## src/rtl/link_pkg.sv

```systemverilog
// Shared frame layout and parity helpers for the board-to-board key-state link.
// Used by both the receive-side decoder and the transmit-side frame builder.
package link_pkg;

    localparam logic LINK_MODE_PAIR = 1'b0;
    localparam logic LINK_MODE_MAJ  = 1'b1;

    // Frame is {A, Bn, C, P}; Bn is the bitwise-inverted copy of the payload.
    function automatic int link_a_lsb(input int w);
        return 2 * w + 1;
    endfunction

    function automatic int link_bn_lsb(input int w);
        return w + 1;
    endfunction

    function automatic int link_c_lsb(input int w);
        return (w > 0) ? 1 : 1;
    endfunction

    function automatic int link_p_bit(input int w);
        return (w > 0) ? 0 : 0;
    endfunction

    // Odd parity over the payload; zero-extension does not change the result.
    function automatic logic link_parity(input logic [31:0] x);
        return ~^x;
    endfunction

endpackage

```

## src/rtl/link_vote3.sv

```systemverilog
// Combinational voter over the three redundant payload copies plus parity.
// Pair mode takes the first agreeing pair that also passes parity; majority mode votes per bit.
module link_vote3
    import link_pkg::*;
#(
    parameter int W = 5
) (
    input  logic [W-1:0] a,
    input  logic [W-1:0] b,
    input  logic [W-1:0] c,
    input  logic         p,
    input  logic         mode,
    output logic [W-1:0] payload,
    output logic         accept,
    output logic         all_equal
);

    logic [W-1:0] maj;
    logic         ok_a;
    logic         ok_b;
    logic         ok_m;

    assign maj       = (a & b) | (a & c) | (b & c);
    assign ok_a      = (link_parity(32'(a)) == p);
    assign ok_b      = (link_parity(32'(b)) == p);
    assign ok_m      = (link_parity(32'(maj)) == p);
    assign all_equal = (a == b) && (a == c);

    always_comb begin
        payload = '0;
        accept  = 1'b0;
        if (mode == LINK_MODE_MAJ) begin
            payload = maj;
            accept  = all_equal || ok_m;
        end else if (all_equal) begin
            payload = a;
            accept  = 1'b1;
        end else if ((a == b) && ok_a) begin
            payload = a;
            accept  = 1'b1;
        end else if ((a == c) && ok_a) begin
            payload = a;
            accept  = 1'b1;
        end else if ((b == c) && ok_b) begin
            payload = b;
            accept  = 1'b1;
        end
    end

endmodule

```

## src/rtl/link_vote_decoder.sv

```systemverilog
// Holds the last voted key-state payload, raises per-frame pulses, counts rejects
// and declares the link stale after TIMEOUT cycles without an accepted frame.
module link_vote_decoder
    import link_pkg::*;
#(
    parameter int W              = 5,
    parameter int MODE           = 0,
    parameter int TIMEOUT        = 1000,
    parameter int CLEAR_ON_STALE = 1,
    parameter int ERR_W          = 8
) (
    input  logic             LINK_CLK,
    input  logic             RST,
    input  logic             RECV_OK,
    input  logic [3*W:0]     RECV_DATA,
    input  logic             CLR_ERR,
    output logic [W-1:0]     DATA,
    output logic             DATA_VALID,
    output logic             DATA_CHANGED,
    output logic             CORRECTED,
    output logic [ERR_W-1:0] ERR_CNT,
    output logic             LINK_STALE
);

    localparam int             SW       = $clog2(TIMEOUT + 1);
    localparam logic [SW-1:0]  T_MAX    = SW'(TIMEOUT);
    localparam int             A_LSB    = link_a_lsb(W);
    localparam int             BN_LSB   = link_bn_lsb(W);
    localparam int             C_LSB    = link_c_lsb(W);
    localparam int             P_BIT    = link_p_bit(W);
    localparam logic           MODE_SEL = (MODE == 1) ? LINK_MODE_MAJ : LINK_MODE_PAIR;

    logic [W-1:0]  payload;
    logic          accept;
    logic          all_equal;
    logic          take;
    logic          drop;
    logic [SW-1:0] stale_cnt;
    logic [SW-1:0] stale_nxt;

    link_vote3 #(.W(W)) u_vote (
        .a         (RECV_DATA[A_LSB +: W]),
        .b         (~RECV_DATA[BN_LSB +: W]),
        .c         (RECV_DATA[C_LSB +: W]),
        .p         (RECV_DATA[P_BIT]),
        .mode      (MODE_SEL),
        .payload   (payload),
        .accept    (accept),
        .all_equal (all_equal)
    );

    assign take = RECV_OK && accept;
    assign drop = RECV_OK && !accept;

    // An accept always wins over the counter reaching TIMEOUT in the same cycle.
    always_comb begin
        stale_nxt = stale_cnt;
        if (take) begin
            stale_nxt = '0;
        end else if (stale_cnt != T_MAX) begin
            stale_nxt = stale_cnt + SW'(1);
        end
    end

    always_ff @(posedge LINK_CLK) begin
        if (RST) begin
            DATA         <= '0;
            DATA_VALID   <= 1'b0;
            DATA_CHANGED <= 1'b0;
            CORRECTED    <= 1'b0;
            ERR_CNT      <= '0;
            LINK_STALE   <= 1'b1;
            stale_cnt    <= T_MAX;
        end else begin
            DATA_VALID   <= take;
            DATA_CHANGED <= take && (payload != DATA);
            CORRECTED    <= take && !all_equal;
            stale_cnt    <= stale_nxt;
            LINK_STALE   <= (stale_nxt == T_MAX);

            // Clearing the held value means the next accept compares against zero.
            if (take) begin
                DATA <= payload;
            end else if ((CLEAR_ON_STALE != 0) && (stale_nxt == T_MAX)) begin
                DATA <= '0;
            end

            if (CLR_ERR) begin
                ERR_CNT <= '0;
            end else if (drop && (ERR_CNT != '1)) begin
                ERR_CNT <= ERR_CNT + ERR_W'(1);
            end
        end
    end

endmodule

```

## config.mk

```make
export PLATFORM = sky130hd
export DESIGN_NAME = link_vote_decoder
export DESIGN_NICKNAME = d
export VERILOG_FILES = /design/src/rtl/link_pkg.sv /design/src/rtl/link_vote3.sv /design/src/rtl/link_vote_decoder.sv
export SDC_FILE = /design/constraint.sdc
export NUM_CORES = 1
export LEC_CHECK = 0
export ABC_AREA = 0
export CAP_MARGIN = 20
export CORE_UTILIZATION = 40
export CTS_CLUSTER_DIAMETER = 30
export DETAILED_ROUTE_END_ITERATION = 16
export SYNTH_ARGS = -nofsm -noshare
export SYNTH_HDL_FRONTEND = slang
export SYNTH_SLANG_ARGS = --single-unit
```

## constraint.sdc

```tcl
create_clock -name LINK_CLK -period 4 [get_ports LINK_CLK]
set_clock_uncertainty 0.05 [all_clocks]
set_input_delay 0.4 -clock LINK_CLK [delete_from_list [all_inputs] [get_ports LINK_CLK]]
set_output_delay 0.4 -clock LINK_CLK [all_outputs]
set_load 0.005 [all_outputs]
```

==> results_dict.tcl <==
set metrics [dict create \
    status "complete, no violations" \
    vdd.ir_drop.worst_mv 0.164 \
    p_leak_uw 0.000832 \
    max_freq_mhz 351 \
    antennaDiodeCount 0 \
    synth.cell_area_sq_um 1930 \
    yosysUniqueCellTypes 52 \
    clk_path_buf_depth 2 \
    yosysTopAreaCell "dfxtp_1" \
    wl_per_cell_um 13.7 \
    drv_slew 0 \
    period_share_pct 71.1 \
    drtIter0Drc 109 \
    clockPowerShare_pct 21.9 \
    grt_max_degree 23 \
    p_switching_uw 227 \
    combPwrFrac_pct 34.1 \
    core-area_sq_um 4500 \
    cts_root_buffer "clkbuf_8" \
    place_congestion 0.806 \
    rrSetupSlack_ns 1.43 \
    layout.nets 273 \
    avgSynthCellArea_sq_um 8.53 \
    reg2reg_depth 9 \
    powerDensity_nw_per_um2 306 \
    synth_nets 249 \
    dp_hpwl_mm 3.12 \
    synth_top_area_share_pct 28.0 \
    first_pass_iters 4 \
    cts_tree "built" \
    final_cell_mix "clkdlybuf4s50_1, xnor2_1, nor2_1, dfxtp_1" \
    worst-setup-path-type "in2reg" \
    grt_pass1_vias 1499 \
    synth-seq-area-share_pct 28.0 \
    grt_overflow_total 0 \
    cts_num_sinks 27 \
    ys_warn_count 0 \
    io_buffers 36 \
    synthCells 226 \
    cap_violations 0 \
    arrival_ns 2.99 \
    synth_seq_cells 27 \
    switching_share_pct 32.5 \
    via_per_inst 5.43 \
    ios 37 \
    min_path_type "reg2reg" \
    rsz0062_at_grt "false" \
    maxSlewHeadroom_pct 43.4 \
    synth_edf_count 0 \
    final-setup-viol-count 0 \
    cp_data_required_time_ns 4.14 \
    post_cts_resize_count 0 \
    tns_ns 0 \
    drive_gt1_share_pct 6.83 \
    drt_drc_violations_left 0 \
    clk_latency_ns 0.27 \
    ctsHoldBuffers 0 \
    r2r_end "DATA[4]" \
    synthFlopType "dfxtp_1" \
    start_util_pct 42.8 \
    p_int_uw 472 \
    final-hold-violation-count 0 \
    start_kind "input port" \
    tightest_slew_ns 0.843 \
    crit_fanout 11 \
    placementRows 24 \
    synth.area.top_cells "dfxtp_1, xnor2_1, xor2_1, nor2_1, nand3_1" \
    power.total_uw 699 \
    die_w_um 71.4 \
    synthArstFlopShare_pct 0 \
    areaGrowthSynthToFinish_pct 18.5 \
    antenna_found_initial 0 \
    track_usage_pct 17.1 \
    die_height_um 71.4 \
    final_antenna_net_count 0 \
    drt-total-wl_mm 4.13 \
    setup.worst_path.end "DATA[1]" \
    path_clk_slew_ns 0.09 \
    dieArea_sq_um 5100 \
    vias 1633 \
    setup.worst_path.end_class "register" \
    htreeDepth 1 \
    power_frac_seq_pct 44.0 \
    cts_buffers 3 \
    layout_commonest_cell "clkdlybuf4s50_1" \
    crit_start "RECV_DATA[6]" \
    reg2reg_from "stale_cnt[0]" \
    min_period_ns 2.85 \
    post_cts_buffers 0 \
    grt_pass1_wl_mm 6.96 \
]
==> metrics by stage <==
stage	cells	setup WS, ns	cell area, sq um	hold WS, ns	utilization (%)
after floorplan	226	1.25	1930	0.421	-
final	301	1.15	2280	0.443	50.7
after CTS	301	1.19	2280	0.449	50.7
after detailed placement	297	0.900	2240	0.436	49.7
after global routing	301	0.959	2280	0.478	50.7
after global placement	297	0.958	2240	0.435	49.7
==> power groups by stage <==
stage	registers, uW	logic [uW]	clock network (uW)
after floorplan	306	190	0
after global placement	314	238	0
after detailed placement	314	238	0
after CTS	308	239	162
after global routing	313	265	172
final	307	238	153
==> registers in the layout (all words and copies together), names as in the netlist <==
name,flops
stale_cnt,10
ERR_CNT,8
DATA,5
CORRECTED,1
DATA_CHANGED,1
DATA_VALID,1
LINK_STALE,1
==> kinds of logic (layout without fill, tap and decap cells) <==
logic type	Yosys count	after routing	synth area share [%]
simple gates	87	87	23.6
buf+inv	20	43	6.55
compound gates	35	35	12.5
mux	7	7	3.89
flops	27	27	28.0
fa+ha+maj	5	5	3.05
xor+xnor	45	45	22.3
==> worst min path at each step <==
stage                from          to  slack, ns  depth (start not counted)
2_1_floorplan  ERR_CNT[5]  ERR_CNT[5]       0.42                          2
3_3_place_gp   ERR_CNT[5]  ERR_CNT[5]       0.44                          2
3_5_place_dp   ERR_CNT[5]  ERR_CNT[5]       0.44                          2
4_1_cts        ERR_CNT[5]  ERR_CNT[5]       0.45                          2
5_1_grt        ERR_CNT[5]  ERR_CNT[5]       0.48                          2
6_report       ERR_CNT[5]  ERR_CNT[5]       0.44                          2
==> final cells by class <==
cell class                 count  area, sq um
inverter                       3         11.3
tap                           52         65.1
sequential                    27          541
multi-input combinational    179         1260
clock inverter                 1         5.00
fill                         440         2220
clock buffer                   3         41.3
timing repair buffer          36          360
==> layer usage <==
layer	GRT usage [%]	vias up	part of all wire (%)
li1	-	838	-
met1	25.3	753	52
met2	25.9	37	43
met3	3.09	5	5.0
met4	3.33	0	0.56
met5	0	-	0
==> synth_stat cells, types with 4 or more instances <==
cell / instances
nor2_1: 28
a21oi_1: 6
a32oi_1: 4
xor2_1: 13
xnor2_1: 28
a21o_1: 4
nand2_1: 13
nand4_1: 5
nand3_1: 12
nor3_1: 7
mux2_2: 4
o21ai_0: 7
dfxtp_1: 27
buf_2: 8
and3_1: 4
==> worst max-delay path, cell delays in order <==
cell and delay (ns):
clkdlybuf4s50_1 0.65, xor2_1 0.19, xnor3_1 0.43, and3_1 0.28, o21ai_1 0.71, nand3_1 0.14
a21oi_1 0.17
Power figures use the tool's default switching activity.
